==> src/rtl/apb_pkg.sv <==
// Shared APB completer/requester definitions: slave FSM states, register address LSB and
// error codes.
package apb_pkg;

  typedef enum logic [1:0] {IDLE, WAIT, RESP} apb_slv_state_t;

  localparam int unsigned ADDR_LSB = 2;

  localparam int unsigned ERR_W = 2;
  localparam logic [ERR_W-1:0] ERR_NONE     = 2'd0;
  localparam logic [ERR_W-1:0] ERR_MISALIGN = 2'd1;
  localparam logic [ERR_W-1:0] ERR_RANGE    = 2'd2;
  localparam logic [ERR_W-1:0] ERR_RDONLY   = 2'd3;

endpackage

==> src/rtl/apb_if.sv <==
// APB bus bundle with requester (master) and completer (slave) views.
interface apb_if #(
    parameter int unsigned ADDR_W = 32,
    parameter int unsigned DATA_W = 32
);
    logic              PSEL;
    logic              PENABLE;
    logic              PWRITE;
    logic [ADDR_W-1:0] PADDR;
    logic [DATA_W-1:0] PWDATA;
    logic [DATA_W-1:0] PRDATA;
    logic              PREADY;
    logic              PSLVERR;

    modport master (
        output PSEL, PENABLE, PWRITE, PADDR, PWDATA,
        input  PRDATA, PREADY, PSLVERR
    );

    modport slave (
        input  PSEL, PENABLE, PWRITE, PADDR, PWDATA,
        output PRDATA, PREADY, PSLVERR
    );
endinterface

==> src/rtl/apb_reg_bank.sv <==
// Word register bank: register 0 is a constant ID, the rest are writable flops with one
// write port and a combinational read mux.
module apb_reg_bank #(
    parameter int unsigned          NUM_REGS = 16,
    parameter int unsigned          DATA_W   = 32,
    parameter int unsigned          IDX_W    = $clog2(NUM_REGS),
    parameter logic [DATA_W-1:0]    ID_VALUE = 32'hA9B0_0001
) (
    input  logic                       clk_i,
    input  logic                       rst_i,
    input  logic                       we_i,
    input  logic [IDX_W-1:0]           widx_i,
    input  logic [DATA_W-1:0]          wdata_i,
    input  logic [IDX_W-1:0]           ridx_i,
    output logic [DATA_W-1:0]          rdata_o,
    output logic [NUM_REGS*DATA_W-1:0] regs_o
);

    logic [DATA_W-1:0] store_q [1:NUM_REGS-1];

    always_ff @(posedge clk_i) begin
        for (int i = 1; i < NUM_REGS; i++) begin
            if (rst_i) begin
                store_q[i] <= '0;
            end else if (we_i && (int'(widx_i) == i)) begin
                store_q[i] <= wdata_i;
            end
        end
    end

    // Indices beyond NUM_REGS-1 fall back to the ID; the caller flags them as errors anyway.
    always_comb begin
        rdata_o = ID_VALUE;
        for (int i = 1; i < NUM_REGS; i++) begin
            if (int'(ridx_i) == i) rdata_o = store_q[i];
        end
    end

    assign regs_o[0 +: DATA_W] = ID_VALUE;
    for (genvar g = 1; g < NUM_REGS; g++) begin : g_flat
        assign regs_o[g*DATA_W +: DATA_W] = store_q[g];
    end

endmodule

==> src/rtl/apb_slave_regfile.sv <==
// APB completer fronting a small register file, with configurable wait states and
// PSLVERR on misaligned, out-of-range or read-only accesses. All outputs are registered.
module apb_slave_regfile
    import apb_pkg::*;
#(
    parameter int unsigned       ADDR_W      = 32,
    parameter int unsigned       DATA_W      = 32,
    parameter int unsigned       NUM_REGS    = 16,
    parameter int unsigned       WAIT_CYCLES = 0,
    parameter logic [DATA_W-1:0] ID_VALUE    = 32'hA9B0_0001
) (
    input  logic                       PCLK,
    input  logic                       PRESET,
    apb_if.slave                       bus,
    output logic [NUM_REGS*DATA_W-1:0] regs_o,
    output logic                       wr_pulse
);

    localparam int unsigned IDX_W = $clog2(NUM_REGS);
    localparam int unsigned CNT_W = 4;

    apb_slv_state_t    state_q;
    logic [CNT_W-1:0]  cnt_q;
    logic [IDX_W-1:0]  idx_q;
    logic [DATA_W-1:0] wdata_q;
    logic [DATA_W-1:0] rdata_q;
    logic              err_q;
    logic              pready_q;
    logic              pslverr_q;
    logic [DATA_W-1:0] prdata_q;
    logic              wr_pulse_q;

    logic [ERR_W-1:0]  err_code;
    logic              setup_err;
    logic [IDX_W-1:0]  setup_idx;
    logic [DATA_W-1:0] bank_rdata;
    logic [DATA_W-1:0] setup_rdata;
    logic [ADDR_W-1:0] word_addr;
    logic              commit;

    assign word_addr = bus.PADDR >> ADDR_LSB;
    assign setup_idx = bus.PADDR[ADDR_LSB +: IDX_W];

    always_comb begin
        err_code = ERR_NONE;
        if (bus.PADDR[ADDR_LSB-1:0] != '0) begin
            err_code = ERR_MISALIGN;
        end else if (word_addr >= ADDR_W'(NUM_REGS)) begin
            err_code = ERR_RANGE;
        end else if (bus.PWRITE && (word_addr == '0)) begin
            err_code = ERR_RDONLY;
        end
    end

    assign setup_err   = (err_code != ERR_NONE);
    // Read data is captured at setup; writes and errors return zero.
    assign setup_rdata = (!bus.PWRITE && !setup_err) ? bank_rdata : '0;
    assign commit      = (state_q == RESP) && bus.PSEL && bus.PENABLE && bus.PWRITE && !err_q;

    always_ff @(posedge PCLK) begin
        if (PRESET) begin
            state_q    <= IDLE;
            cnt_q      <= '0;
            idx_q      <= '0;
            wdata_q    <= '0;
            rdata_q    <= '0;
            err_q      <= 1'b0;
            pready_q   <= 1'b0;
            pslverr_q  <= 1'b0;
            prdata_q   <= '0;
            wr_pulse_q <= 1'b0;
        end else begin
            wr_pulse_q <= 1'b0;
            unique case (state_q)
                IDLE: begin
                    if (bus.PSEL && !bus.PENABLE) begin
                        idx_q   <= setup_idx;
                        wdata_q <= bus.PWDATA;
                        rdata_q <= setup_rdata;
                        err_q   <= setup_err;
                        if (WAIT_CYCLES == 0) begin
                            state_q   <= RESP;
                            pready_q  <= 1'b1;
                            pslverr_q <= setup_err;
                            prdata_q  <= setup_rdata;
                        end else begin
                            state_q <= WAIT;
                            cnt_q   <= CNT_W'(WAIT_CYCLES - 1);
                        end
                    end
                end
                WAIT: begin
                    if (!bus.PSEL) begin
                        state_q <= IDLE;
                    end else if (cnt_q == '0) begin
                        state_q   <= RESP;
                        pready_q  <= 1'b1;
                        pslverr_q <= err_q;
                        prdata_q  <= rdata_q;
                    end else begin
                        cnt_q <= cnt_q - 1'b1;
                    end
                end
                RESP: begin
                    state_q    <= IDLE;
                    pready_q   <= 1'b0;
                    pslverr_q  <= 1'b0;
                    prdata_q   <= '0;
                    wr_pulse_q <= commit;
                end
                default: state_q <= IDLE;
            endcase
        end
    end

    apb_reg_bank #(
        .NUM_REGS (NUM_REGS),
        .DATA_W   (DATA_W),
        .IDX_W    (IDX_W),
        .ID_VALUE (ID_VALUE)
    ) u_bank (
        .clk_i   (PCLK),
        .rst_i   (PRESET),
        .we_i    (commit),
        .widx_i  (idx_q),
        .wdata_i (wdata_q),
        .ridx_i  (setup_idx),
        .rdata_o (bank_rdata),
        .regs_o  (regs_o)
    );

    assign bus.PREADY  = pready_q;
    assign bus.PSLVERR = pslverr_q;
    assign bus.PRDATA  = prdata_q;
    assign wr_pulse    = wr_pulse_q;

endmodule

==> src/flat_wrapper.sv <==
// flat-port wrapper written by rule: the top's interface ports become plain ports
module apb_slave_regfile_flat import apb_pkg::*;
#(
    parameter int unsigned       ADDR_W      = 32,
    parameter int unsigned       DATA_W      = 32,
    parameter int unsigned       NUM_REGS    = 16,
    parameter int unsigned       WAIT_CYCLES = 0,
    parameter logic [DATA_W-1:0] ID_VALUE    = 32'hA9B0_0001
)
  (PCLK, PRESET, regs_o, wr_pulse, bus_PSEL, bus_PENABLE, bus_PWRITE, bus_PADDR, bus_PWDATA, bus_PRDATA, bus_PREADY, bus_PSLVERR);
  apb_if #(.ADDR_W(ADDR_W), .DATA_W(DATA_W)) bus_i ();
  input  logic PCLK;
  input  logic PRESET;
  output logic [NUM_REGS*DATA_W-1:0] regs_o;
  output logic wr_pulse;
  input wire logic [$bits(bus_i.PSEL)-1:0] bus_PSEL;
  input wire logic [$bits(bus_i.PENABLE)-1:0] bus_PENABLE;
  input wire logic [$bits(bus_i.PWRITE)-1:0] bus_PWRITE;
  input wire logic [$bits(bus_i.PADDR)-1:0] bus_PADDR;
  input wire logic [$bits(bus_i.PWDATA)-1:0] bus_PWDATA;
  output wire logic [$bits(bus_i.PRDATA)-1:0] bus_PRDATA;
  output wire logic [$bits(bus_i.PREADY)-1:0] bus_PREADY;
  output wire logic [$bits(bus_i.PSLVERR)-1:0] bus_PSLVERR;
  assign bus_i.PSEL = bus_PSEL;
  assign bus_i.PENABLE = bus_PENABLE;
  assign bus_i.PWRITE = bus_PWRITE;
  assign bus_i.PADDR = bus_PADDR;
  assign bus_i.PWDATA = bus_PWDATA;
  assign bus_PRDATA = bus_i.PRDATA;
  assign bus_PREADY = bus_i.PREADY;
  assign bus_PSLVERR = bus_i.PSLVERR;
  apb_slave_regfile #(.ADDR_W(ADDR_W), .DATA_W(DATA_W), .NUM_REGS(NUM_REGS), .WAIT_CYCLES(WAIT_CYCLES), .ID_VALUE(ID_VALUE)) u_core (.PCLK(PCLK), .PRESET(PRESET), .bus(bus_i), .regs_o(regs_o), .wr_pulse(wr_pulse));
endmodule
==> config.mk <==
export PLATFORM = sky130hd
export DESIGN_NAME = apb_slave_regfile_flat
export DESIGN_NICKNAME = d
export VERILOG_FILES = /design/src/rtl/apb_pkg.sv /design/src/rtl/apb_if.sv /design/src/rtl/apb_reg_bank.sv /design/src/rtl/apb_slave_regfile.sv /design/src/flat_wrapper.sv
export SDC_FILE = /design/constraint.sdc
export NUM_CORES = 1
export LEC_CHECK = 0
export CAP_MARGIN = 25
export CORE_ASPECT_RATIO = 1.5
export CORE_MARGIN = 8
export CORE_UTILIZATION = 45
export CTS_CLUSTER_SIZE = 24
export DETAILED_ROUTE_END_ITERATION = 16
export MAX_ROUTING_LAYER = met4
export PLACE_DENSITY_LB_ADDON = 0.05
export REMOVE_ABC_BUFFERS = 1
export SLEW_MARGIN = 10
export SYNTH_ARGS = -nofsm -noshare
export SYNTH_HDL_FRONTEND = slang
export SYNTH_SLANG_ARGS = --single-unit
export TNS_END_PERCENT = 10
==> constraint.sdc <==
create_clock -name PCLK -period 8.3 [get_ports PCLK]
set_input_delay 2.075 -clock PCLK [delete_from_list [all_inputs] [get_ports PCLK]]
set_output_delay 2.075 -clock PCLK [all_outputs]
set_load 0.02 [all_outputs]
* Yosys cells after proc, flatten, opt, wreduce, memory -nomap -nowiden
Memory sizes are Yosys's and may differ from the RTL's.
Index checks and enable logic that the tools add are counted.
** Cells by class
- Add/sub/neg operators :: 1
- Bitwise logic cells :: 17
- Magnitude comparators :: 1
- Reductions and logical operators :: 37
- Equal/unequal tests :: 36
- Multiplexer cells :: 97
** Operators by type and width (number)
- $mux 32 :: 34
- $pmux 32 s3 :: 1
- $eq 4x4->1 const B :: 16
- $mux 1 :: 53
- $eq 4x3->1 const B :: 8
- $logic_not 32->1 :: 1
- $ge 30x5->1 const B :: 1
- $logic_and 1x1->1 :: 22
- $eq 4x2->1 const B :: 4
- $or 1x1->1 :: 15
- $mux 2 :: 6
- $eq 4x1->1 const B :: 2
- $pmux 1 s3 :: 2
- $logic_not 1->1 :: 4
- $logic_not 4->1 :: 1
- $ne 2x1->1 const B :: 2
- $pmux 2 s2 :: 1
- $reduce_and 2->1 :: 2
- $reduce_and 4->1 :: 1
- $reduce_bool 2->1 :: 2
- $sub 4x1->4 const B :: 1
- $ne 3x2->1 const B :: 1
- $reduce_and 3->1 :: 1
- $reduce_bool 3->1 :: 1
- other kinds (6) :: 7
** Storage, ports and cells
- Input bits :: 69
- Register bits :: 110
- Memories kept :: 1
- Output and inout port bits :: 547
- RAM bits :: 480
- Logic and storage cells :: 200
** Memories
- u_core.u_bank.store_q :: depth 15, width 32, rd ports 15, clocked after memory_dff 0, write ports 15, line apb_reg_bank.sv:19 : logic [DATA_W-1:0] store_q [1:NUM_REGS-1];

* Logic depth before layout (Yosys ltp)
Gate-level depths: netlist of the first run.
- Word-level depth :: 19
- Depth in mapped cells :: 11
- Gate-level depth less buffers :: 6

* Modules after synthesis
Synthesis of the first run repeated with hierarchy kept, for this count alone.
** Unflattened totals
- Cell total of the unflattened synthesis :: 2113
- Area, all modules :: 25809.8 µm²
** By module, submodules not included
- apb_reg_bank :: instances 1, cells an instance 1851, area an instance 23348.6 µm², sequential area each 14413.8 µm²
- apb_slave_regfile :: instances 1, cells an instance 262, area an instance 2461.1 µm², sequential area each 1441.4 µm²

* Worst setup path before layout of the first run
No wires, ideal clock.
- Kind :: input to register
- Start point :: in bus_PENABLE
- End point :: reg, netlist name u_core.u_bank.store_q[0][384]
- Stages on the path :: 4
- Data required time :: 7.872 ns
- Arrival time :: 4.474 ns
- Path slack :: 3.398 ns
- Library setup time :: 0.428 ns
- Path buffers :: 0
- Cell sequence :: nand2_1 -> or3_1 -> or3_1 -> o21bai_1
** RTL lines
- start, declared :: line flat_wrapper.sv:17 : input wire logic [$bits(bus_i.PENABLE)-1:0] bus_PENABLE;

* Worst setup path after layout of the first run
- Start point :: in bus_PADDR[4]
- End point :: reg u_core.prdata_q[21], in the netlist u_core.bus.PRDATA[21]
** On the way
- Cells in the longest elaborated chain, start to end :: 19
- Elaborated cells on any way between the ends :: 42
- Those cells by class :: order compare (1); eq/ne (15); mux (21); reduce/logical (5)
** RTL lines
- start, declared :: line flat_wrapper.sv:19 : input wire logic [$bits(bus_i.PADDR)-1:0] bus_PADDR;
- $eq 4x2->1 :: line apb_reg_bank.sv:35 : if (int'(ridx_i) == i) rdata_o = store_q[i];
- $mux 32 (15 in series) :: line apb_reg_bank.sv:35
- $mux 32 * :: line apb_slave_regfile.sv:57 : assign setup_rdata = (!bus.PWRITE && !setup_err) ? bank_rdata : '0;
- $mux 32 * :: line apb_slave_regfile.sv:76 : if (bus.PSEL && !bus.PENABLE) begin
- $pmux 32 s3 * :: line apb_slave_regfile.sv:74 : unique case (state_q)
- end signal, assigned :: line apb_slave_regfile.sv:85 : prdata_q <= setup_rdata;
- end signal, assigned :: line apb_slave_regfile.sv:99 : prdata_q <= rdata_q;
- end, declared :: line apb_slave_regfile.sv:30 : logic [DATA_W-1:0] prdata_q;
Mark *: on every way between the ends. The rest lies on a longest branch, timed or not. The select of a mux whose other input is x is not followed.
A chain may end at the register's enable or synchronous reset.

==> impl_results.html, run 1 <==
<table>
<tr><th>Metric</th><th>Value</th></tr>
<tr><th colspan="2">Timing</th></tr>
<tr><td>Hold Worst Slack</td><td>0.459 ns</td></tr>
<tr><td>Hold Vio Cnt, Final</td><td>0</td></tr>
<tr><td>RSZ-0062 raised after global routing</td><td>false</td></tr>
<tr><td>Relative slew margins</td><td>27.6%</td></tr>
<tr><td>Layout Skew</td><td>0.0142 ns</td></tr>
<tr><td>Worst-Margin Slew</td><td>1.08 ns</td></tr>
<tr><td>Final clock period utilization by the worst path</td><td>61.1%</td></tr>
<tr><td>Min setup slack post-route</td><td>3.23 ns</td></tr>
<tr><td>Final min period</td><td>5.07 ns</td></tr>
<tr><td>Total setup violations reported at the end of the flow</td><td>0</td></tr>
<tr><td>Max-slew violation total from the final report</td><td>0</td></tr>
<tr><td>Max Clock Freq</td><td>197 MHz</td></tr>
<tr><td>Final total negative setup slack</td><td>0 ns</td></tr>
<tr><th colspan="2">Synthesis</th></tr>
<tr><td>Largest area contributor in the synthesized netlist</td><td>sky130_fd_sc_hd__edfxtp_1</td></tr>
<tr><td>Largest family of logic cells by synthesized area</td><td>simple AND/OR/NAND/NOR gates</td></tr>
<tr><td>Post-synthesis compound-gate area fraction</td><td>12.4%</td></tr>
<tr><td>Synth async-reset ratio</td><td>0%</td></tr>
<tr><td>Adder and majority cell fraction of the synthesized area</td><td>0%</td></tr>
<tr><td>Area fraction in and, or, nand and nor cells after synthesis</td><td>18.5%</td></tr>
<tr><td>Most instantiated cells after synthesis</td><td>sky130_fd_sc_hd__and2_1 (487), sky130_fd_sc_hd__edfxtp_1 (480), sky130_fd_sc_hd__nand2_1 (180)</td></tr>
<tr><td>Fraction of synthesized cell area taken by the top area cell type</td><td>57.1%</td></tr>
<tr><td>Cell with the most instances after synthesis</td><td>sky130_fd_sc_hd__and2_1</td></tr>
<tr><td>Register bit total from synthesis</td><td>552</td></tr>
<tr><td>Number of flops mapped to enable cells by yosys</td><td>480</td></tr>
<tr><td>Number of different library cells in the post-synthesis netlist</td><td>71</td></tr>
<tr><td>Mean cell area of the mapped netlist</td><td>11.9 um2</td></tr>
<tr><td>Seq/Total Area, Yosys</td><td>62.8%</td></tr>
<tr><td>Proportion of synthesized area in mux cells</td><td>2.00%</td></tr>
<tr><td>Ys Warns</td><td>0</td></tr>
<tr><td>Xor/xnor cell area share of the yosys netlist</td><td>0%</td></tr>
<tr><td>Flip-flop cell with the highest count after synthesis</td><td>sky130_fd_sc_hd__edfxtp_1</td></tr>
<tr><td>Netlist area before placement</td><td>25300 um2</td></tr>
<tr><td>Gate count after technology mapping</td><td>2126</td></tr>
<tr><td>Cells taking the most area after synthesis</td><td>sky130_fd_sc_hd__edfxtp_1 (57%), sky130_fd_sc_hd__and2_1 (12%), sky130_fd_sc_hd__dfxtp_1 (5.7%), sky130_fd_sc_hd__nand2_1 (2.7%), sky130_fd_sc_hd__a21oi_1 (2.1%)</td></tr>
<tr><th colspan="2">Detailed routing</th></tr>
<tr><td>Via/cell ratio</td><td>6.25</td></tr>
<tr><td>Post-detailed-route wirelength per cell</td><td>35.0 um</td></tr>
<tr><td>DRC marker count from the first detailed-route iteration</td><td>2379</td></tr>
<tr><td>WL final</td><td>118000 um</td></tr>
<tr><td>Residual DRC</td><td>0</td></tr>
<tr><td>Post-route ant nets</td><td>0</td></tr>
<tr><td>Number of vias after detailed routing</td><td>21168</td></tr>
<tr><td>Detailed-router iteration count before antenna repair</td><td>5</td></tr>
<tr><th colspan="2">Clocking</th></tr>
<tr><td>Library cell used as clock root buffer</td><td>sky130_fd_sc_hd__clkbuf_16</td></tr>
<tr><td>Number of buffers between clock root and the deepest sink</td><td>3</td></tr>
<tr><td>Clk Latency, worst-skew pair</td><td>0.59 ns</td></tr>
<tr><td>Hold buffers post-CTS</td><td>0</td></tr>
<tr><td>Number of levels the H-tree was split into</td><td>2</td></tr>
<tr><td>Number of buffers inserted to repair setup after CTS</td><td>0</td></tr>
<tr><td>Worst-path clk slew</td><td>0.06 ns</td></tr>
<tr><td>TritonCTS clock tree</td><td>built</td></tr>
<tr><td>Num Clock Sinks</td><td>552</td></tr>
<tr><td>Number of gates given a new drive strength after cts</td><td>0</td></tr>
<tr><td>TritonCTS buffer count</td><td>52</td></tr>
<tr><th colspan="2">Floorplan</th></tr>
<tr><td>Die ar.</td><td>64100 um2</td></tr>
<tr><td>Rows</td><td>106</td></tr>
<tr><td>Initial core utilization</td><td>45.4%</td></tr>
<tr><td>Die Width</td><td>209 um</td></tr>
<tr><td>Vertical extent of the die</td><td>306 um</td></tr>
<tr><td>Count of pins on the block boundary</td><td>616</td></tr>
<tr><td>Core Footprint</td><td>55600 um2</td></tr>
<tr><th colspan="2">Job</th></tr>
<tr><td>Number of maximum-capacitance violations</td><td>0</td></tr>
<tr><th colspan="2">GRT</th></tr>
<tr><td>GR Util All Layers</td><td>36.5%</td></tr>
<tr><td>Maximum number of pins on one net before global-route repair</td><td>57</td></tr>
<tr><td>Antenna violations before repair</td><td>2</td></tr>
<tr><td>Leftover overflow at the end of global routing</td><td>0</td></tr>
<tr><td>Via count of the first global-routing pass</td><td>21087</td></tr>
<tr><td>Global-route wire length before repair</td><td>161000 um</td></tr>
<tr><th colspan="2">Setup path</th></tr>
<tr><td>Type of the setup path with the least slack</td><td>input pin to register</td></tr>
<tr><td>Launching element type of the critical path</td><td>input pin</td></tr>
<tr><td>Worst path required time</td><td>8.78 ns</td></tr>
<tr><td>Flop-to-flop setup slack</td><td>5.11 ns</td></tr>
<tr><td>Critical Path Sink Type</td><td>register</td></tr>
<tr><td>Length in cells of the worst reg-to-reg path</td><td>6</td></tr>
<tr><td>Crit path arrival time</td><td>5.55 ns</td></tr>
<tr><td>Critical path fanouts, max</td><td>56</td></tr>
<tr><th colspan="2">Power and ir drop</th></tr>
<tr><td>Worst vdd ir</td><td>0.141 mV</td></tr>
<tr><td>Total leakage power</td><td>12.1 nW</td></tr>
<tr><td>Power Density</td><td>187 nW/um2</td></tr>
<tr><th colspan="2">Placement</th></tr>
<tr><td>HPWL after detailed placement</td><td>82600 um</td></tr>
<tr><td>Instance area after placement</td><td>31800 um2</td></tr>
<tr><td>Worst Setup Slack post-DPL</td><td>2.74 ns</td></tr>
<tr><td>Final weighted congestion of routability-driven global placement</td><td>0.917</td></tr>
<tr><td>Port Buf Inserts</td><td>583</td></tr>
<tr><th colspan="2">Min path</th></tr>
<tr><td>Worst hold stages</td><td>2</td></tr>
<tr><td>Worst min path class</td><td>register to register</td></tr>
<tr><th colspan="2">Finish</th></tr>
<tr><td>Fraction of layout instances using a drive strength above 1</td><td>7.42%</td></tr>
<tr><td>Area of all placed cells without fillers</td><td>33600 um2</td></tr>
<tr><td>Nets@finish</td><td>2711</td></tr>
<tr><td>Synth-to-layout area growth</td><td>33.0%</td></tr>
<tr><th colspan="2">Run status</th></tr>
<tr><td>Status</td><td>finished, final reports clean</td></tr>
</table>
==> registers in the layout, indices dropped and copies added (netlist names) <==
signal / count
u_core.idx_q: 4
u_core.err_q: 1
u_core.wr_pulse: 1
u_core.bus.PRDATA: 32
u_core.state_q: 1
u_core.bus.PSLVERR: 1
u_core.wdata_q: 32
u_core.u_bank.store_q: 480
==> worst paths after layout <==
path | startpoint | end
max reg2reg | u_core.state_q[1]$_SDFFE_PP0P_ | u_core.u_bank.store_q[0][162]$_SDFFCE_PN0P_
max | bus_PADDR[4] | u_core.bus.PRDATA[21]$_SDFFE_PP0P_
min | u_core.bus.PRDATA[8]$_SDFFE_PP0P_ | u_core.bus.PRDATA[8]$_SDFFE_PP0P_
min reg2reg | u_core.bus.PRDATA[8]$_SDFFE_PP0P_ | u_core.bus.PRDATA[8]$_SDFFE_PP0P_
==> worst max-delay path, stage by stage <==
cell	delay, ns
sky130_fd_sc_hd__buf_4	0.45
sky130_fd_sc_hd__buf_4	0.73
sky130_fd_sc_hd__nand2b_1	0.51
sky130_fd_sc_hd__a22o_1	0.32
sky130_fd_sc_hd__a2111oi_0	0.83
sky130_fd_sc_hd__o22a_1	0.28
sky130_fd_sc_hd__o22ai_1	0.08
sky130_fd_sc_hd__a22o_1	0.23
==> metrics by stage <==
step                utilization (%)  instances  total power, W
detailed placement             57.2       3280         0.00396
global placement               56.8       3270         0.00395
global route                   60.4       3386         0.00639
floorplan                         -       1946         0.00351
finish                         60.4       3387         0.00627
CTS                            60.1       3375         0.00624
==> final cells by class <==
| type | count | area, um2 |
|---|---|---|
| clock inverter | 17 | 149 |
| antenna | 2 | 5.00 |
| sequential | 552 | 15900 |
| fill | 4557 | 22000 |
| tap | 702 | 878 |
| inverter | 10 | 37.5 |
| timing repair buffer | 642 | 6520 |
| multi-input combinational | 1384 | 8680 |
| clock buffer | 78 | 1470 |
==> power breakdown <==
part	total (W)	leakage [nW]	internal, W	switching [W]
clock	0.00235	0.789	0.00131	0.00104
combinational	0.000713	5.78	0.000257	0.000456
sequential	0.00320	5.55	0.00310	0.000106
total	0.00627	12.1	0.00466	0.00161
==> cell usage in the layout, fill, tap and decap left out, drive strengths merged, types with 32 or more instances in the layout <==
cell type and n:
a22oi 49, edfxtp 480, dfxtp 72, clkbuf 78
buf 64, nor2 81, o22ai 36, o21ai 87
conb 32, clkdlybuf4s50 578, a21oi 104, and2 487
nand2 180
==> cells by family after synthesis <==
logic type	after synthesis
compound gates	459
buf+inv	220
flops	552
mux	47
other cells	2
simple gates	846
==> layer usage <==
metal / part of all wire, % / routed length, um / global-route usage [%] / vias to the layer above
met5: 0 / 0 / - / -
met4: 7.4 / 8810 / 22.2 / 0
met3: 10 / 12400 / 7.19 / 382
met2: 48 / 56300 / 59.0 / 1599
met1: 35 / 40900 / 41.7 / 10511
li1: - / - / - / 8676
Note: power is estimated with default switching activity, not from simulation.
==> run 2, diff against run 1 <==
- clock period: 8.3 -> 4.95 ns (I/O delays scaled with it)
==> run 2 against run 1 <==
Against the previous run: cell area rose by 1.0%; clock skew is 0.0042 ns higher; register-to-register slack worse by 3.1 ns; routed wire length grew 0.24%; critical path type unchanged.
==> impl_results.html, run 2 (same netlist as run 1, synthesis figures left out) <==
<table>
<tr><th>Metric</th><th>Value</th></tr>
<tr><th colspan="2">Setup path</th></tr>
<tr><td>CP max-delay cell</td><td>sky130_fd_sc_hd__o21bai_4</td></tr>
<tr><td>Launching element type of the critical path</td><td>input pin</td></tr>
<tr><td>Crit path arrival time</td><td>3.84 ns (-1.71 ns)</td></tr>
<tr><td>Crit path launch</td><td>bus_PSEL</td></tr>
<tr><td>Cells along the critical path</td><td>clkdlybuf4s50_1 &gt; nand2_1 &gt; or3_1 &gt; nor2_1 &gt; nand2_1 &gt; o21bai_4 &gt; buf_4</td></tr>
<tr><td>Worst path required time</td><td>5.22 ns (-3.56 ns)</td></tr>
<tr><td>Critical path fanouts, max</td><td>12 (-79%)</td></tr>
<tr><td>Type of the setup path with the least slack</td><td>input pin to register</td></tr>
<tr><td>Crit Reg-Reg Startpoint</td><td>u_core.state_q[1]$_SDFFE_PP0P_</td></tr>
<tr><td>Cell type with the highest occurrence count on the critical path</td><td>sky130_fd_sc_hd__nand2_1</td></tr>
<tr><td>Critical Path Sink Type</td><td>register</td></tr>
<tr><td>Flop-to-flop setup slack</td><td>2.04 ns (-3.07 ns)</td></tr>
<tr><td>Length in cells of the worst reg-to-reg path</td><td>6 (unchanged)</td></tr>
<tr><td>Critical R2R Capture</td><td>u_core.u_bank.store_q[0][187]$_SDFFCE_PN0P_</td></tr>
<tr><td>Maximum single-stage delay on the critical path</td><td>0.63 ns (-0.20 ns)</td></tr>
<tr><td>Crit path capture</td><td>u_core.u_bank.store_q[0][187]$_SDFFCE_PN0P_</td></tr>
<tr><th colspan="2">Finish</th></tr>
<tr><td>Commonest cells after routing, fill and taps aside</td><td>sky130_fd_sc_hd__clkdlybuf4s50_1 (578), sky130_fd_sc_hd__and2_1 (487), sky130_fd_sc_hd__edfxtp_1 (480), sky130_fd_sc_hd__nand2_1 (179), sky130_fd_sc_hd__a21oi_1 (104)</td></tr>
<tr><td>Area occupied by multi-input gates</td><td>8680 um2 (about the same)</td></tr>
<tr><td>Number of flip-flops under the largest register name</td><td>480 (unchanged)</td></tr>
<tr><td>Filler cell count in the final layout</td><td>4517 (-0.88%)</td></tr>
<tr><td>Synth-to-layout area growth</td><td>34.4%</td></tr>
<tr><td>Top register by number of flip-flops</td><td>u_core.u_bank.store_q</td></tr>
<tr><td>Area used by sequential logic in the layout</td><td>15900 um2 (unchanged)</td></tr>
<tr><td>Fraction of layout instances using a drive strength above 1</td><td>8.92% (+1.5 points)</td></tr>
<tr><td>Most common library cell in the layout ignoring fill and taps</td><td>sky130_fd_sc_hd__clkdlybuf4s50_1</td></tr>
<tr><td>Count of placed standard cells in the final layout, fillers left out</td><td>3416 (+0.86%)</td></tr>
<tr><td>Nets@finish</td><td>2738 (+1.0%)</td></tr>
<tr><th colspan="2">Min path</th></tr>
<tr><td>Hold Crit Start</td><td>u_core.bus.PRDATA[8]$_SDFFE_PP0P_</td></tr>
<tr><td>Worst hold stages</td><td>2 (unchanged)</td></tr>
<tr><td>Worst min path class</td><td>register to register</td></tr>
<tr><th colspan="2">Clocking</th></tr>
<tr><td>Number of buffers between clock root and the deepest sink</td><td>3 (unchanged)</td></tr>
<tr><td>Clk Latency, worst-skew pair</td><td>0.59 ns (about the same)</td></tr>
<tr><td>TritonCTS clock tree</td><td>built</td></tr>
<tr><td>Worst-path clk slew</td><td>0.07 ns (about the same)</td></tr>
<tr><td>Number of levels the H-tree was split into</td><td>2 (unchanged)</td></tr>
<tr><td>Num Clock Sinks</td><td>552 (unchanged)</td></tr>
<tr><td>Hold buffers post-CTS</td><td>0 (unchanged)</td></tr>
<tr><td>Number of gates given a new drive strength after cts</td><td>0 (unchanged)</td></tr>
<tr><td>Number of buffers inserted to repair setup after CTS</td><td>0 (unchanged)</td></tr>
<tr><td>Library cell used as clock root buffer</td><td>sky130_fd_sc_hd__clkbuf_16</td></tr>
<tr><td>TritonCTS buffer count</td><td>53 (+1.9%)</td></tr>
<tr><th colspan="2">Timing</th></tr>
<tr><td>Final min period</td><td>3.57 ns</td></tr>
<tr><td>Worst-Margin Slew</td><td>1.15 ns (+0.0664 ns)</td></tr>
<tr><td>Hold Vio Cnt, Final</td><td>0 (unchanged)</td></tr>
<tr><td>Final total negative setup slack</td><td>0 ns (unchanged)</td></tr>
<tr><td>RSZ-0062 raised after global routing</td><td>false</td></tr>
<tr><td>Total setup violations reported at the end of the flow</td><td>0 (unchanged)</td></tr>
<tr><td>Layout Skew</td><td>0.0184 ns (+0.00418 ns)</td></tr>
<tr><td>Max-slew violation total from the final report</td><td>0 (unchanged)</td></tr>
<tr><td>Final clock period utilization by the worst path</td><td>72.0%</td></tr>
<tr><td>Relative slew margins</td><td>23.2% (-4.4 points)</td></tr>
<tr><td>Max Clock Freq</td><td>280 MHz</td></tr>
<tr><th colspan="2">Power and ir drop</th></tr>
<tr><td>Worst vdd ir</td><td>0.282 mV (+100%)</td></tr>
<tr><td>Total leakage power</td><td>12.3 nW (+1.7%)</td></tr>
<tr><td>Power Density</td><td>318 nW/um2 (+70%)</td></tr>
<tr><th colspan="2">Detailed routing</th></tr>
<tr><td>Post-route ant nets</td><td>0 (unchanged)</td></tr>
<tr><td>Number of vias after detailed routing</td><td>21245 (+0.36%)</td></tr>
<tr><td>Detailed-router iteration count before antenna repair</td><td>8 (+3)</td></tr>
<tr><td>DRC marker count from the first detailed-route iteration</td><td>2697 (+13%)</td></tr>
<tr><td>Via/cell ratio</td><td>6.22 (-0.49%)</td></tr>
<tr><td>WL final</td><td>119000 um (+0.24%)</td></tr>
<tr><td>Post-detailed-route wirelength per cell</td><td>34.7 um (-0.61%)</td></tr>
<tr><td>Residual DRC</td><td>0 (unchanged)</td></tr>
<tr><th colspan="2">Floorplan</th></tr>
<tr><td>Count of pins on the block boundary</td><td>616 (unchanged)</td></tr>
<tr><td>Core Footprint</td><td>55600 um2 (unchanged)</td></tr>
<tr><td>Rows</td><td>106 (unchanged)</td></tr>
<tr><td>Vertical extent of the die</td><td>306 um (unchanged)</td></tr>
<tr><td>Initial core utilization</td><td>45.4% (unchanged)</td></tr>
<tr><td>Die Width</td><td>209 um (unchanged)</td></tr>
<tr><td>Die ar.</td><td>64100 um2 (unchanged)</td></tr>
<tr><th colspan="2">Run status</th></tr>
<tr><td>Status</td><td>finished, final reports clean</td></tr>
<tr><th colspan="2">GRT</th></tr>
<tr><td>Maximum number of pins on one net before global-route repair</td><td>49 (-14%)</td></tr>
<tr><td>GR Util All Layers</td><td>36.7% (+0.17 points)</td></tr>
<tr><td>Antenna violations before repair</td><td>4 (+2)</td></tr>
<tr><td>Global-route wire length before repair</td><td>163000 um (+0.76%)</td></tr>
<tr><td>Leftover overflow at the end of global routing</td><td>0 (unchanged)</td></tr>
<tr><td>Via count of the first global-routing pass</td><td>21202 (+0.55%)</td></tr>
<tr><th colspan="2">Placement</th></tr>
<tr><td>Final weighted congestion of routability-driven global placement</td><td>0.906 (-1.2%)</td></tr>
<tr><td>Dpl cells</td><td>3315 (+1.1%)</td></tr>
<tr><td>Port Buf Inserts</td><td>583 (unchanged)</td></tr>
<tr><td>HPWL after detailed placement</td><td>84800 um (+2.7%)</td></tr>
<tr><th colspan="2">Job</th></tr>
<tr><td>Number of maximum-capacitance violations</td><td>0 (unchanged)</td></tr>
</table>
-- run 2: stage by stage --
step	hold WS [ns]	area, um2	util (%)	power [W]	worst slack, ns
6_report	0.457	33900	61.1	0.0108	1.38
2_1_floorplan	0.482	24300	-	0.00588	0.885
3_3_place_gp	0.439	32200	57.9	0.00666	0.836
3_5_place_dp	0.446	32200	57.9	0.00667	0.839
5_1_grt	0.473	33900	61.1	0.0110	1.35
4_1_cts	0.455	33900	61.0	0.0108	1.43
-- run 2: power by group --
| part | switching (W) | leakage (nW) | internal [W] |
|---|---|---|---|
| sequential | 0.000186 | 5.55 | 0.00519 |
| clock | 0.00182 | 0.860 | 0.00238 |
| combinational | 0.000768 | 5.91 | 0.000452 |
-- run 2: how the worst min path moves through the flow --
stage | to | slack [ns]
floorplan | u_core.err_q$_SDFFE_PP0P_ | 0.48
finish | u_core.bus.PRDATA[8]$_SDFFE_PP0P_ | 0.46
detailed placement | u_core.bus.PRDATA[8]$_SDFFE_PP0P_ | 0.45
CTS | u_core.bus.PRDATA[8]$_SDFFE_PP0P_ | 0.46
global route | u_core.bus.PRDATA[8]$_SDFFE_PP0P_ | 0.47
global placement | u_core.bus.PRDATA[7]$_SDFFE_PP0P_ | 0.44
-- run 2: area by class of cell --
cell class / count / share of cell area (%)
diodes: 2 / 0.0148
clock buffers: 70 / 4.27
clock inverters: 28 / 0.892
inverters: 10 / 0.111
multi-input cells: 1384 / 25.6
flip-flops and latches: 552 / 46.7
well taps: 702 / 2.59
repair buffers: 668 / 19.8
-- run 2: per-layer routing --
metal	wire length (um)	global-route usage [%]
met2	57400	60.2
met5	0	-
met3	11100	6.02
met1	42500	42.8
met4	7680	20.1
-- run 2: worst max-delay path, delay by kind of cell --
| family | cells | cell delay, ns |
|---|---|---|
| AND/OR/NAND/NOR | 4 | 1.12 |
| AO/OA/AOI/OAI | 1 | 0.63 |
| buffers and inverters | 2 | 0.85 |
